File: config.mk
export PLATFORM = sky130hd
export DESIGN_NAME = fir_window_loader
export DESIGN_NICKNAME = d
export VERILOG_FILES = /design/src/rtl/fir_pkg.sv /design/src/rtl/fir_coeff_bank.sv /design/src/rtl/fir_window_loader.sv
export SDC_FILE = /design/constraint.sdc
export NUM_CORES = 1
export LEC_CHECK = 0
export CAP_MARGIN = 25
export CORE_ASPECT_RATIO = 1.4
export CORE_MARGIN = 10
export CORE_UTILIZATION = 46
export CTS_CLUSTER_DIAMETER = 80
export DETAILED_ROUTE_END_ITERATION = 12
export PLACE_DENSITY_LB_ADDON = 0.08
export SETUP_SLACK_MARGIN = 0.02
export SYNTH_ARGS = -nofsm -noshare
export SYNTH_HDL_FRONTEND = slang
export SYNTH_SLANG_ARGS = --single-unit
File: constraint.sdc
create_clock -name clk -period 2 [get_ports clk]
set_clock_uncertainty 0.2 [all_clocks]
set_input_delay 0.4 -clock clk [delete_from_list [all_inputs] [get_ports clk]]
set_output_delay 0.4 -clock clk [all_outputs]
set_load 0.01 [all_outputs]
File: src/rtl/fir_pkg.sv
// Shared types and helpers for the parallel-FIR tap loader.
// Latency: n/a (declarations only).
// Backpressure: n/a (declarations only).
//
// Contents: loader state enum, window-size function, slot-slice macro.

`ifndef FIR_SLOT
// Slot j of a packed vector made of w-bit slots; slot 0 sits in the LSBs.
`define FIR_SLOT(vec, j, w) vec[((j)+1)*(w)-1 -: (w)]
`endif

package fir_pkg;

    typedef enum logic [1:0] {
        LOAD  = 2'd0,
        PRIME = 2'd1,
        RUN   = 2'd2
    } fir_state_t;

    // Samples a P-wide sliding window must hold to feed N taps on every lane.
    function automatic int nb_win(input int n, input int p);
        return n + p - 1;
    endfunction

endpackage

File: src/rtl/fir_coeff_bank.sv
// Serial-load coefficient register bank: one coefficient per write, in tap order.
// Latency: a write is visible on o_coeffs the next cycle; o_done rises the cycle after the last write.
// Backpressure: none; writes beyond the last tap are ignored until the index is cleared.
//
// Ports: clk, i_reset (sync, active high), i_clear_idx (restart at tap 0, contents kept),
//        i_wr_en/i_coeff (write h[idx]), o_idx (next tap to write), o_done (full set loaded),
//        o_coeffs (slot k = h[k]).

module fir_coeff_bank #(
    parameter int NB_COEFFS = 8,
    parameter int N_COEFFS  = 8,
    localparam int IW       = $clog2(N_COEFFS + 1)
) (
    input  logic                          clk,
    input  logic                          i_reset,
    input  logic                          i_clear_idx,
    input  logic                          i_wr_en,
    input  logic [NB_COEFFS-1:0]          i_coeff,
    output logic [IW-1:0]                 o_idx,
    output logic                          o_done,
    output logic [NB_COEFFS*N_COEFFS-1:0] o_coeffs
);
    import fir_pkg::*;

    logic [IW-1:0]                 idx_q, idx_d;
    logic [NB_COEFFS*N_COEFFS-1:0] coeffs_q, coeffs_d;

    always_comb begin
        idx_d    = idx_q;
        coeffs_d = coeffs_q;
        // Clearing the index wins over a write in the same cycle.
        if (i_clear_idx) begin
            idx_d = '0;
        end else if (i_wr_en && (idx_q < IW'(N_COEFFS))) begin
            for (int k = 0; k < N_COEFFS; k++) begin
                if (idx_q == IW'(k)) begin
                    `FIR_SLOT(coeffs_d, k, NB_COEFFS) = i_coeff;
                end
            end
            idx_d = idx_q + 1'b1;
        end
    end

    always_ff @(posedge clk) begin
        if (i_reset) begin
            idx_q    <= '0;
            coeffs_q <= '0;
        end else begin
            idx_q    <= idx_d;
            coeffs_q <= coeffs_d;
        end
    end

    assign o_idx    = idx_q;
    assign o_done   = (idx_q == IW'(N_COEFFS));
    assign o_coeffs = coeffs_q;

endmodule

File: src/rtl/fir_window_loader.sv
// Builds the packed sliding sample window and coefficient bank for a P-lane parallel FIR.
// Latency: accepted beat -> o_valid/o_window one cycle later; 1 beat/cycle with i_ready high.
// Backpressure: o_ready drops while coefficients load or while a window is held unconsumed.
//
// Ports: clk, i_reset (sync, active high); i_coeff_start/i_coeff_valid/i_coeff (serial tap load);
//        i_valid/o_ready/i_data (sample beats, lane 0 oldest); o_valid/i_ready/o_window
//        (slot j = x[n-j]); o_coeffs (slot k = h[k]); o_coeffs_ok (full tap set present).

module fir_window_loader
    import fir_pkg::*;
#(
    parameter int NB_IN     = 8,
    parameter int NB_COEFFS = 8,
    parameter int N_COEFFS  = 8,
    parameter int P         = 2,
    localparam int NB_WIN   = nb_win(N_COEFFS, P)
) (
    input  logic                          clk,
    input  logic                          i_reset,
    input  logic                          i_coeff_start,
    input  logic                          i_coeff_valid,
    input  logic [NB_COEFFS-1:0]          i_coeff,
    input  logic                          i_valid,
    output logic                          o_ready,
    input  logic [NB_IN*P-1:0]            i_data,
    output logic                          o_valid,
    input  logic                          i_ready,
    output logic [NB_IN*NB_WIN-1:0]       o_window,
    output logic [NB_COEFFS*N_COEFFS-1:0] o_coeffs,
    output logic                          o_coeffs_ok
);

    localparam int FW = $clog2(NB_WIN + 1);
    localparam int IW = $clog2(N_COEFFS + 1);

    fir_state_t                state_q, state_d;
    logic [FW-1:0]             fill_q, fill_d;
    logic [FW:0]               fill_sum;
    logic [NB_IN*NB_WIN-1:0]   window_q, window_d, shifted;
    logic                      valid_q, valid_d;
    logic                      accept, wr_en, last_wr;
    logic [IW-1:0]             coeff_idx;

    assign o_ready = (state_q != LOAD) && (!valid_q || i_ready);
    assign accept  = i_valid && o_ready;
    assign wr_en   = i_coeff_valid && (state_q == LOAD) && !i_coeff_start;
    assign last_wr = wr_en && (coeff_idx == IW'(N_COEFFS - 1));

    fir_coeff_bank #(
        .NB_COEFFS (NB_COEFFS),
        .N_COEFFS  (N_COEFFS)
    ) u_coeff_bank (
        .clk         (clk),
        .i_reset     (i_reset),
        .i_clear_idx (i_coeff_start),
        .i_wr_en     (wr_en),
        .i_coeff     (i_coeff),
        .o_idx       (coeff_idx),
        .o_done      (o_coeffs_ok),
        .o_coeffs    (o_coeffs)
    );

    // Window shifted up by P slots: newest lane lands in slot 0, oldest P slots fall off.
    always_comb begin
        shifted = '0;
        for (int j = 0; j < P; j++) begin
            `FIR_SLOT(shifted, j, NB_IN) = `FIR_SLOT(i_data, P-1-j, NB_IN);
        end
        for (int j = P; j < NB_WIN; j++) begin
            `FIR_SLOT(shifted, j, NB_IN) = `FIR_SLOT(window_q, j-P, NB_IN);
        end
    end

    always_comb begin
        state_d  = state_q;
        fill_d   = fill_q;
        window_d = window_q;
        valid_d  = valid_q;
        fill_sum = {1'b0, fill_q} + (FW+1)'(P);

        if (i_coeff_start) begin
            // Flush: any beat accepted this cycle is dropped with the window.
            state_d  = LOAD;
            fill_d   = '0;
            window_d = '0;
            valid_d  = 1'b0;
        end else begin
            if (last_wr) begin
                state_d = PRIME;
            end
            if (accept) begin
                window_d = shifted;
                fill_d   = (fill_sum >= (FW+1)'(NB_WIN)) ? FW'(NB_WIN) : fill_sum[FW-1:0];
                valid_d  = (fill_d >= FW'(NB_WIN));
                if ((state_q == PRIME) && (fill_d >= FW'(NB_WIN))) begin
                    state_d = RUN;
                end
            end else if (i_ready) begin
                valid_d = 1'b0;
            end
        end
    end

    always_ff @(posedge clk) begin
        if (i_reset) begin
            state_q  <= LOAD;
            fill_q   <= '0;
            window_q <= '0;
            valid_q  <= 1'b0;
        end else begin
            state_q  <= state_d;
            fill_q   <= fill_d;
            window_q <= window_d;
            valid_q  <= valid_d;
        end
    end

    assign o_valid  = valid_q;
    assign o_window = window_q;

endmodule

==> out/results.tsv, run 1 <==
metric	value	unit
status	finished clean	
grt_max_degree	73	
p_leak	3.84	nW
syn-num-nets	631	
wire_per_inst	16.9	um
start_kind	flip-flop	
io_buffers	168	
peakVddDrop	0.798	mV
start_util	47.1	%
hold_class	flip-flop to flip-flop	
area_growth	50.9	%
cp-end-kind	output port	
setup_viol	0	
via_count	4632	
critPathArrivalTime	1.34	ns
firstDrtPassIters	5	
final_hold_viol_count	0	
antenna_found_initial	0	
drc	0	
finalPower	6.70	mW
fin_crit	1.94	ns
required	1.40	ns
instances_no_fill	919	
critical_path.slowest_cell	clkdlybuf4s50_1	
avgViaCountPerCell	5.04	
die_h	148	um
crit_path_start	o_window[56]	
max_cap_violations	0	
ios	169	
nets	798	
tritoncts	done	
max_stage_delay	0.58	ns
dieWidth	111	um
min_period_over_period	97.1	%
cts_root_buf	clkbuf_16	
grt-ovfl-total	0	
ant_nets	0	
path_cells	clkdlybuf4s50_1	
core-area	0.0114	mm^2
grt_pass1_vias	4742	
clock_latency	0.41	ns
ys_ff_latch	147	
n_antenna_cell	0	
worst_slew_pin_slew	0.618	ns
dp.final_hpwl	11200	um
grt_pass1_wl	24700	um
yosys_warnings	0	
min_from	o_window[66]	
cts_hold_buf	0	
power-per-cell-area	828	mW/mm^2
cts_made_buffers	17	
die_area	0.0164	mm^2
cts_num_sinks	147	
path_max_fanout	2	
place.gp.congestion	0.803	
avgSynthCellArea	9.00	um^2
fmax	0.515	GHz
clkTransAtPathRegs	0.06	ns
synth_seq_area_share	54.8	%
drive_gt1_share	9.55	%
place.detailed.instances	888	
core.rowCount	46	
cp.buffers_inverters	1	
max-slew-margin-rel	58.8	%
synthDistinctLibCells	31	
dr.first_iter.drc_count	141	
slew_viol_final	0	
track_usage	18.5	%
crit_type	flip-flop to output port	
cts_max_path_buffers	2	
rr_startpoint	state_q[0]	
rsz0062_at_grt	no	
netlist_instances	596	
cts_max_level	4	
critPathTopFamily	buffers and inverters	
drt_wl_total	15600	um
synthesis.area	0.00537	mm^2
-- metrics by stage --
step,setup WS (ns),utilization [%],area (um^2),hold slack [ns],TNS [ns]
2_1_floorplan,0.384,-,5370,0.247,0
3_3_place_gp,-0.180,64.7,7370,0.243,-19.89
3_5_place_dp,-0.220,64.7,7370,0.248,-23.49
4_1_cts,0.0244,70.3,8020,0.256,0
5_1_grt,0.00355,71.0,8100,0.273,0
6_report,0.0579,71.0,8100,0.254,0
-- sequential cells by signal (all words and copies together), names as in the netlist --
register / count
o_window: 72
u_coeff_bank.o_idx: 4
fill_q: 4
state_q: 2
o_valid: 1
u_coeff_bank.o_coeffs: 64
-- layout make-up --
cell class | instances | area, um^2
multi-input cells | 400 | 2220
fillers | 921 | 3300
flip-flops and latches | 147 | 2950
clock buffers | 19 | 433
well taps | 144 | 180
clock inverters | 12 | 230
inverters | 6 | 22.5
repair buffers | 191 | 2070
-- synth_stat cells --
cell	instances	area [um^2]
nand3_2	6	60.1
mux2i_1	64	641
nor2_4	1	11.3
nor2b_2	1	8.76
or2_2	1	6.26
inv_1	6	22.5
or3_1	2	12.5
a31oi_1	2	12.5
and4bb_2	1	12.5
nor4b_4	1	23.8
o2111ai_1	1	8.76
clkbuf_1	29	109
nor3_4	1	16.3
nor3b_1	2	15.0
nand2b_1	1	6.26
nand3_1	5	25.0
and3_1	1	6.26
a311oi_1	1	8.76
a21oi_1	79	395
nor2_1	69	259
and3b_1	1	8.76
a21bo_2	1	10.0
xnor2_1	1	8.76
nor4_1	1	6.26
buf_4	4	30.0
ha_1	5	62.6
buf_2	10	50.1
nand2_1	150	563
dfxtp_1	147	2940
a221oi_2	1	15.0
o2bb2ai_1	1	8.76
-- worst register-to-register path: cells and delay by family (launching register included) --
family                 cells  cell delay [ns]
AOI/OAI and AO/OA          1             0.08
buffers and inverters      1             0.22
DFF                        1             0.39
and+or+nand+nor            3             0.73
-- where the power goes --
| group | switching, mW | internal, mW |
|---|---|---|
| Sequential | 0.00602 | 2.94 |
| Combinational | 0.114 | 0.107 |
| Clock | 1.19 | 2.34 |
-- timing repair --
item                       4_1_cts  5_1_grt
pin swaps                        0        0
setup buffers                    0        0
gates resized for setup         19       33
setup endpoints to repair       13       31
-- final timing paths --
kind | end | slack, ns | cells past startpoint
worst min-delay path | o_window[66] | 0.25 | 2
worst max-delay path | o_window[56] | 0.06 | 1
worst max register to register | o_window[56] | 0.26 | 5
worst min register to register | o_window[66] | 0.25 | 2
-- placed cells by master (no fill, tap or decap), types with 3 or more instances in the layout --
cell | Yosys | layout
nand2_1 | 150 | 150
dfxtp_1 | 147 | 145
clkdlybuf4s50_1 | 0 | 124
a21oi_1 | 79 | 79
nor2_1 | 69 | 69
mux2i_1 | 64 | 64
dlymetal6s2s_1 | 0 | 30
clkbuf_16 | 0 | 17
buf_12 | 0 | 13
dlygate4sd2_1 | 0 | 12
buf_4 | 4 | 10
nand3_2 | 6 | 6
bufinv_16 | 0 | 6
nand3_1 | 5 | 5
inv_1 | 6 | 4
ha_1 | 5 | 4
clkinv_4 | 0 | 3
-- cell families (layout without fill, tap and decap cells) --
family                   count (synthesis)  count (layout)  share of synthesized area (%)
multiplexers                            64              64                           11.9
AO/OA/AOI/OAI                           86              86                           8.56
AND/OR/NAND/NOR                        244             244                           19.4
buffers and inverters                   49             228                           3.94
XOR/XNOR                                 1               1                          0.163
adder cells (fa/ha/maj)                  5               5                           1.17
flip-flops                             147             147                           54.8
-- layer usage --
layer | global-route usage, % | wire length [um]
met1 | 18.2 | 5550
met2 | 32.5 | 8350
met3 | 9.68 | 1430
met4 | 6.25 | 212
met5 | 0 | 0
No activity file was read; power rests on OpenSTA's default activity.
==> run 2, diff against run 1 <==
--- a/config.mk
+++ b/config.mk
@@ -12,6 +12,7 @@
 export CTS_CLUSTER_DIAMETER = 80
 export DETAILED_ROUTE_END_ITERATION = 12
 export PLACE_DENSITY_LB_ADDON = 0.08
+export RECOVER_POWER = 100
 export SETUP_SLACK_MARGIN = 0.02
 export SYNTH_ARGS = -nofsm -noshare
 export SYNTH_HDL_FRONTEND = slang
==> out/results.tsv, run 2 (same netlist as run 1, synthesis figures left out) <==
metric	value	unit	change
cts_num_sinks	147		unchanged
n_fill_cell	970		was 921
via_count	4629		was 4632
path_max_fanout	15		was 2
finalSetupTns	0	ns	unchanged
critPathArrivalTime	2.07	ns	was 1.34 ns
core.rowCount	46		unchanged
cts_max_path_buffers	2		unchanged
drt_wl_total	15500	um	was 15600 um
place.gp.congestion	0.803		unchanged
ant_nets	0		unchanged
avgViaCountPerCell	5.04		about the same
clock_latency	0.41	ns	about the same
p_sw_share	19.6	%	about the same
core-area	0.0114	mm^2	unchanged
dieWidth	111	um	unchanged
n_antenna_cell	0		unchanged
cts_max_level	4		unchanged
fin_crit	1.96	ns	was 1.94 ns
track_usage	18.5	%	unchanged
firstDrtPassIters	5		unchanged
status	finished clean		unchanged
clock_power_share	52.8	%	about the same
drive_gt1_share	9.16	%	was 9.55%
cts_made_buffers	17		unchanged
die_area	0.0164	mm^2	unchanged
final_hold_viol_count	0		unchanged
nets	798		unchanged
die_h	148	um	unchanged
path_cells	dlygate4sd3_1 > inv_1 > buf_4 > nor3_4 > clkbuf_4 > o2111ai_1 > a21oi_1		was clkdlybuf4s50_1
cts_root_buf	clkbuf_16		unchanged
start_util	47.1	%	unchanged
grt_max_degree	73		unchanged
setup_viol	0		unchanged
holdWs	0.254	ns	about the same
ios	169		unchanged
grt_pass1_vias	4742		unchanged
layout_commonest_cell	nand2_1		unchanged
crit_type	input pin to flip-flop		was flip-flop to output port
combPwrFrac	3.2	%	was 3.3%
p_leak	3.19	nW	was 3.84 nW
tritoncts	done		unchanged
max_cap_violations	0		unchanged
max-slew-margin-rel	58.3	%	was 58.8%
io_buffers	168		unchanged
largest_reg_flops	72		unchanged
cts_hold_buf	0		unchanged
cp-end-kind	flip-flop		was output port
peakVddDrop	0.798	mV	about the same
antenna_found_initial	0		unchanged
required	2.12	ns	was 1.40 ns
wire_per_inst	16.9	um	about the same
power-per-cell-area	856	mW/mm^2	was 828 mW/mm^2
clkTransAtPathRegs	0.06	ns	about the same
p_int	5.38	mW	was 5.39 mW
dr.first_iter.drc_count	165		was 141
power.sequential.fraction	44.0	%	was 43.9%
slew_viol_final	0		unchanged
fmax	0.511	GHz	was 0.515 GHz
start_kind	input pin		was flip-flop
grt_pass1_wl	24700	um	unchanged
worst_slew_pin_slew	0.626	ns	was 0.618 ns
hold_class	flip-flop to flip-flop		unchanged
drc	0		unchanged
grt-ovfl-total	0		unchanged
max_stage_delay	0.53	ns	was 0.58 ns
final_cell_mix	150 x nand2_1, 145 x dfxtp_1, 122 x clkdlybuf4s50_1		was 150 x nand2_1, 145 x dfxtp_1, 124 x clkdlybuf4s50_1
min_period_over_period	97.8	%	was 97.1%
area_growth	45.7	%	was 50.9%
power.switching	1.31	mW	was 1.32 mW
dp.final_hpwl	11200	um	unchanged
critical_path.slowest_cell	dlygate4sd3_1		was clkdlybuf4s50_1
## run 2: worst max-delay path, delay by kind of cell
| family | cells | cell delay, ns |
|---|---|---|
| AND/OR/NAND/NOR | 1 | 0.15 |
| buffers and inverters | 4 | 1.06 |
| AO/OA/AOI/OAI | 2 | 0.45 |
## run 2: layout make-up
| type | instances | area (um^2) | area share [%] |
|---|---|---|---|
| inverters | 6 | 22.5 | 0.288 |
| clock inverters | 12 | 230 | 2.94 |
| repair buffers | 191 | 1800 | 23.1 |
| clock buffers | 19 | 433 | 5.54 |
| flip-flops and latches | 147 | 2950 | 37.7 |
| multi-input cells | 400 | 2200 | 28.2 |
| well taps | 144 | 180 | 2.30 |
## run 2: worst paths after layout
check | from | cells past startpoint | slack [ns] | endpoint
setup / recovery | i_valid | 7 | 0.04 | fill_q[2]
hold / removal | o_window[66] | 2 | 0.25 | o_window[66]
setup reg to reg | state_q[0] | 6 | 0.12 | fill_q[2]
hold reg to reg | o_window[66] | 2 | 0.25 | o_window[66]
## run 2: per-layer routing
metal,GRT usage [%],part of all wire (%),wire length (um),vias up
li1,-,-,-,2293
met1,18.2,36,5540,2177
met2,32.5,54,8300,145
met3,9.68,9.3,1440,14
met4,6.25,1.4,223,0
met5,0,0,0,-
## run 2: metrics by stage
step	area, um^2	cells	setup slack [ns]	util (%)	power [mW]
global route	7820	919	-0.00551	68.6	6.91
CTS	8020	919	0.0244	70.3	6.77
detailed placement	7370	888	-0.220	64.7	3.23
global placement	7370	888	-0.180	64.7	3.23
floorplan	5370	596	0.384	-	3.11
finish	7820	919	0.0437	68.6	6.69
## run 2: timing repair
action | CTS | global route
gates resized for setup | 19 | 33
endpoints found under the setup margin | 13 | 31
setup buffers | 0 | 0
cloned | 0 | 0
## run 2: power groups by stage
stage	registers (mW)	clock network, mW	logic (mW)
floorplan	3.01	0	0.0923
global placement	3.01	0	0.220
detailed placement	3.01	0	0.222
CTS	2.95	3.60	0.224
global route	2.94	3.73	0.232
finish	2.94	3.53	0.215
==> run 3, diff against run 2 <==
--- a/config.mk
+++ b/config.mk
@@ -7,7 +7,7 @@
 export LEC_CHECK = 0
 export CAP_MARGIN = 25
 export CORE_ASPECT_RATIO = 1.4
-export CORE_MARGIN = 10
+export CORE_MARGIN = 2
 export CORE_UTILIZATION = 46
 export CTS_CLUSTER_DIAMETER = 80
 export DETAILED_ROUTE_END_ITERATION = 12
==> constraint.sdc (replaced) <==
create_clock -name clk -period 2 [get_ports clk]
set_clock_uncertainty 0.2 [all_clocks]
set_input_delay 0.3 -clock clk [delete_from_list [all_inputs] [get_ports clk]]
set_output_delay 0.3 -clock clk [all_outputs]
set_load 0.01 [all_outputs]
==> out/results.tsv, run 3 (same netlist as run 1, synthesis figures left out) <==
metric	value	unit	change
status	finished clean		unchanged
nets	803		was 798
die_h	132	um	was 148 um
dr.first_iter.drc_count	134		was 165
core-area	0.0113	mm^2	was 0.0114 mm^2
cts_hold_buf	0		unchanged
crit_type	flip-flop to output port		was input pin to flip-flop
core.rowCount	46		unchanged
place_area	0.00740	mm^2	was 0.00737 mm^2
max_stage_delay	0.63	ns	was 0.53 ns
final_cell_mix	150 x nand2_1, 144 x dfxtp_1, 129 x dlygate4sd3_1		was 150 x nand2_1, 145 x dfxtp_1, 122 x clkdlybuf4s50_1
min_period_over_period	96.2	%	was 97.8%
largest_reg_flops	72		unchanged
power-per-cell-area	836	mW/mm^2	was 856 mW/mm^2
rsz0062_at_grt	no		
firstDrtPassIters	4		was 5
rr_startpoint	state_q[0]		unchanged
layout_commonest_cell	nand2_1		unchanged
clkTransAtPathRegs	0.06	ns	about the same
power.switching	1.33	mW	was 1.31 mW
cts_root_buf	clkbuf_16		unchanged
peakVddDrop	0.660	mV	was 0.798 mV
fmax	0.520	GHz	was 0.511 GHz
pre_cts_ws	-0.114	ns	was -0.220 ns
cts_max_level	4		unchanged
max_cap_violations	0		unchanged
p_leak	3.64	nW	was 3.19 nW
dp.final_hpwl	10300	um	was 11200 um
critPathArrivalTime	1.42	ns	was 2.07 ns
ios	169		unchanged
worst_slew_pin_slew	0.619	ns	was 0.626 ns
cp-end-kind	output port		was flip-flop
critical_path.slowest_cell	dlygate4sd3_1		unchanged
slew_viol_final	0		unchanged
combPwrFrac	3.1	%	was 3.2%
avgViaCountPerCell	5.02		was 5.04
grt_pass1_wl	22900	um	was 24700 um
finalPower	6.62	mW	was 6.69 mW
ant_nets	0		unchanged
clock_latency	0.41	ns	about the same
track_usage	23.4	%	was 18.5%
io_buffers	168		unchanged
path_cells	dlygate4sd3_1		was dlygate4sd3_1 > inv_1 > buf_4 > nor3_4 > clkbuf_4 > o2111ai_1 > a21oi_1
finalInstanceArea	0.00792	mm^2	was 0.00782 mm^2
setup_ws	0.0753	ns	was 0.0437 ns
start_util	47.3	%	was 47.1%
path_max_fanout	3		was 15
drc	0		unchanged
wire_per_inst	15.7	um	was 16.9 um
fin_crit	1.92	ns	was 1.96 ns
p_sw_share	20.1	%	was 19.6%
max-slew-margin-rel	58.8	%	was 58.3%
drive_gt1_share	8.83	%	was 9.16%
cp.depth	1		was 7
place.gp.congestion	0.774		was 0.803
area_growth	47.5	%	was 45.7%
clock_power_share	52.4	%	was 52.8%
critPathTopFamily	buffers and inverters		unchanged
power.sequential.fraction	44.5	%	was 44.0%
cp.buffers_inverters	1		was 4
tritoncts	done		unchanged
hold_class	input pin to flip-flop		was flip-flop to flip-flop
min_from	i_data[2]		was o_window[66]
n_antenna_cell	0		unchanged
finalSetupTns	0	ns	unchanged
grt_max_degree	65		was 73
setup_viol	0		unchanged
start_kind	flip-flop		was input pin
holdWs	0.235	ns	was 0.254 ns
reg2reg_depth	6		unchanged
required	1.50	ns	was 2.12 ns
hold_depth	3		was 2
final_hold_viol_count	0		unchanged
via_count	4644		was 4629
p_int	5.29	mW	was 5.38 mW
grt_pass1_vias	4539		was 4742
antenna_found_initial	0		unchanged
cts_made_buffers	17		unchanged
grt-ovfl-total	0		unchanged
crit_path_start	o_window[23]		was i_valid
die_area	0.0126	mm^2	was 0.0164 mm^2
cts_max_path_buffers	2		unchanged
drt_wl_total	14500	um	was 15500 um
cts_num_sinks	147		unchanged
dieWidth	95.3	um	was 111 um
-- run 3: cell types whose count changed in the layout (fill, tap and decap cells not counted), moves of 4 or more --
cell | previous run | this run
dlygate4sd3_1 | 2 | 129
clkdlybuf4s50_1 | 122 | 36
clkbuf_1 | 21 | 6
clkdlybuf4s25_1 | 12 | 0
dlygate4sd2_1 | 12 | 1
clkbuf_2 | 3 | 7
-- run 3: power groups by stage --
| stage | Combinational (mW) | Clock (mW) | Sequential (mW) |
|---|---|---|---|
| final | 0.206 | 3.46 | 2.95 |
| after global placement | 0.215 | 0 | 3.01 |
| after detailed placement | 0.218 | 0 | 3.01 |
| after floorplan | 0.0923 | 0 | 3.01 |
| after global routing | 0.220 | 3.64 | 2.95 |
| after CTS | 0.221 | 3.51 | 2.95 |
-- run 3: cell type report --
cell class                      instances  area, um^2
Fill cell                             897        3420
Tap cell                              144         180
Inverter                                6        22.5
Clock inverter                         12         204
Clock buffer                           20         447
Sequential cell                       147        2950
Multi-Input combinational cell        400        2180
Timing Repair Buffer                  196        1930
-- run 3: timing repair --
action,CTS,global route
setup buffers,1,0
endpoints found under the setup margin,2,2
pin swaps,1,0
resized for setup,8,2
endpoints found under the hold margin,0,0
-- run 3: stage by stage --
stage	cells	utilization, %
4_1_cts	925	71.1
5_1_grt	925	69.8
2_1_floorplan	596	-
3_5_place_dp	892	65.3
3_3_place_gp	892	65.3
6_report	925	69.8
-- run 3: final timing paths --
check	end	slack [ns]
worst min register to register	o_window[57]	0.25
worst max-delay path	o_window[23]	0.08
worst min-delay path	o_window[10]	0.24
worst max register to register	o_window[36]	0.11
-- run 3: routing by layer --
| layer | vias to the layer above | part of all wire, % | track usage (%) |
|---|---|---|---|
| li1 | 2298 | - | - |
| met1 | 2198 | 38 | 25.1 |
| met2 | 138 | 53 | 42.4 |
| met3 | 10 | 7.7 | 8.75 |
| met4 | 0 | 0.99 | 5.88 |
| met5 | - | 0 | 0 |
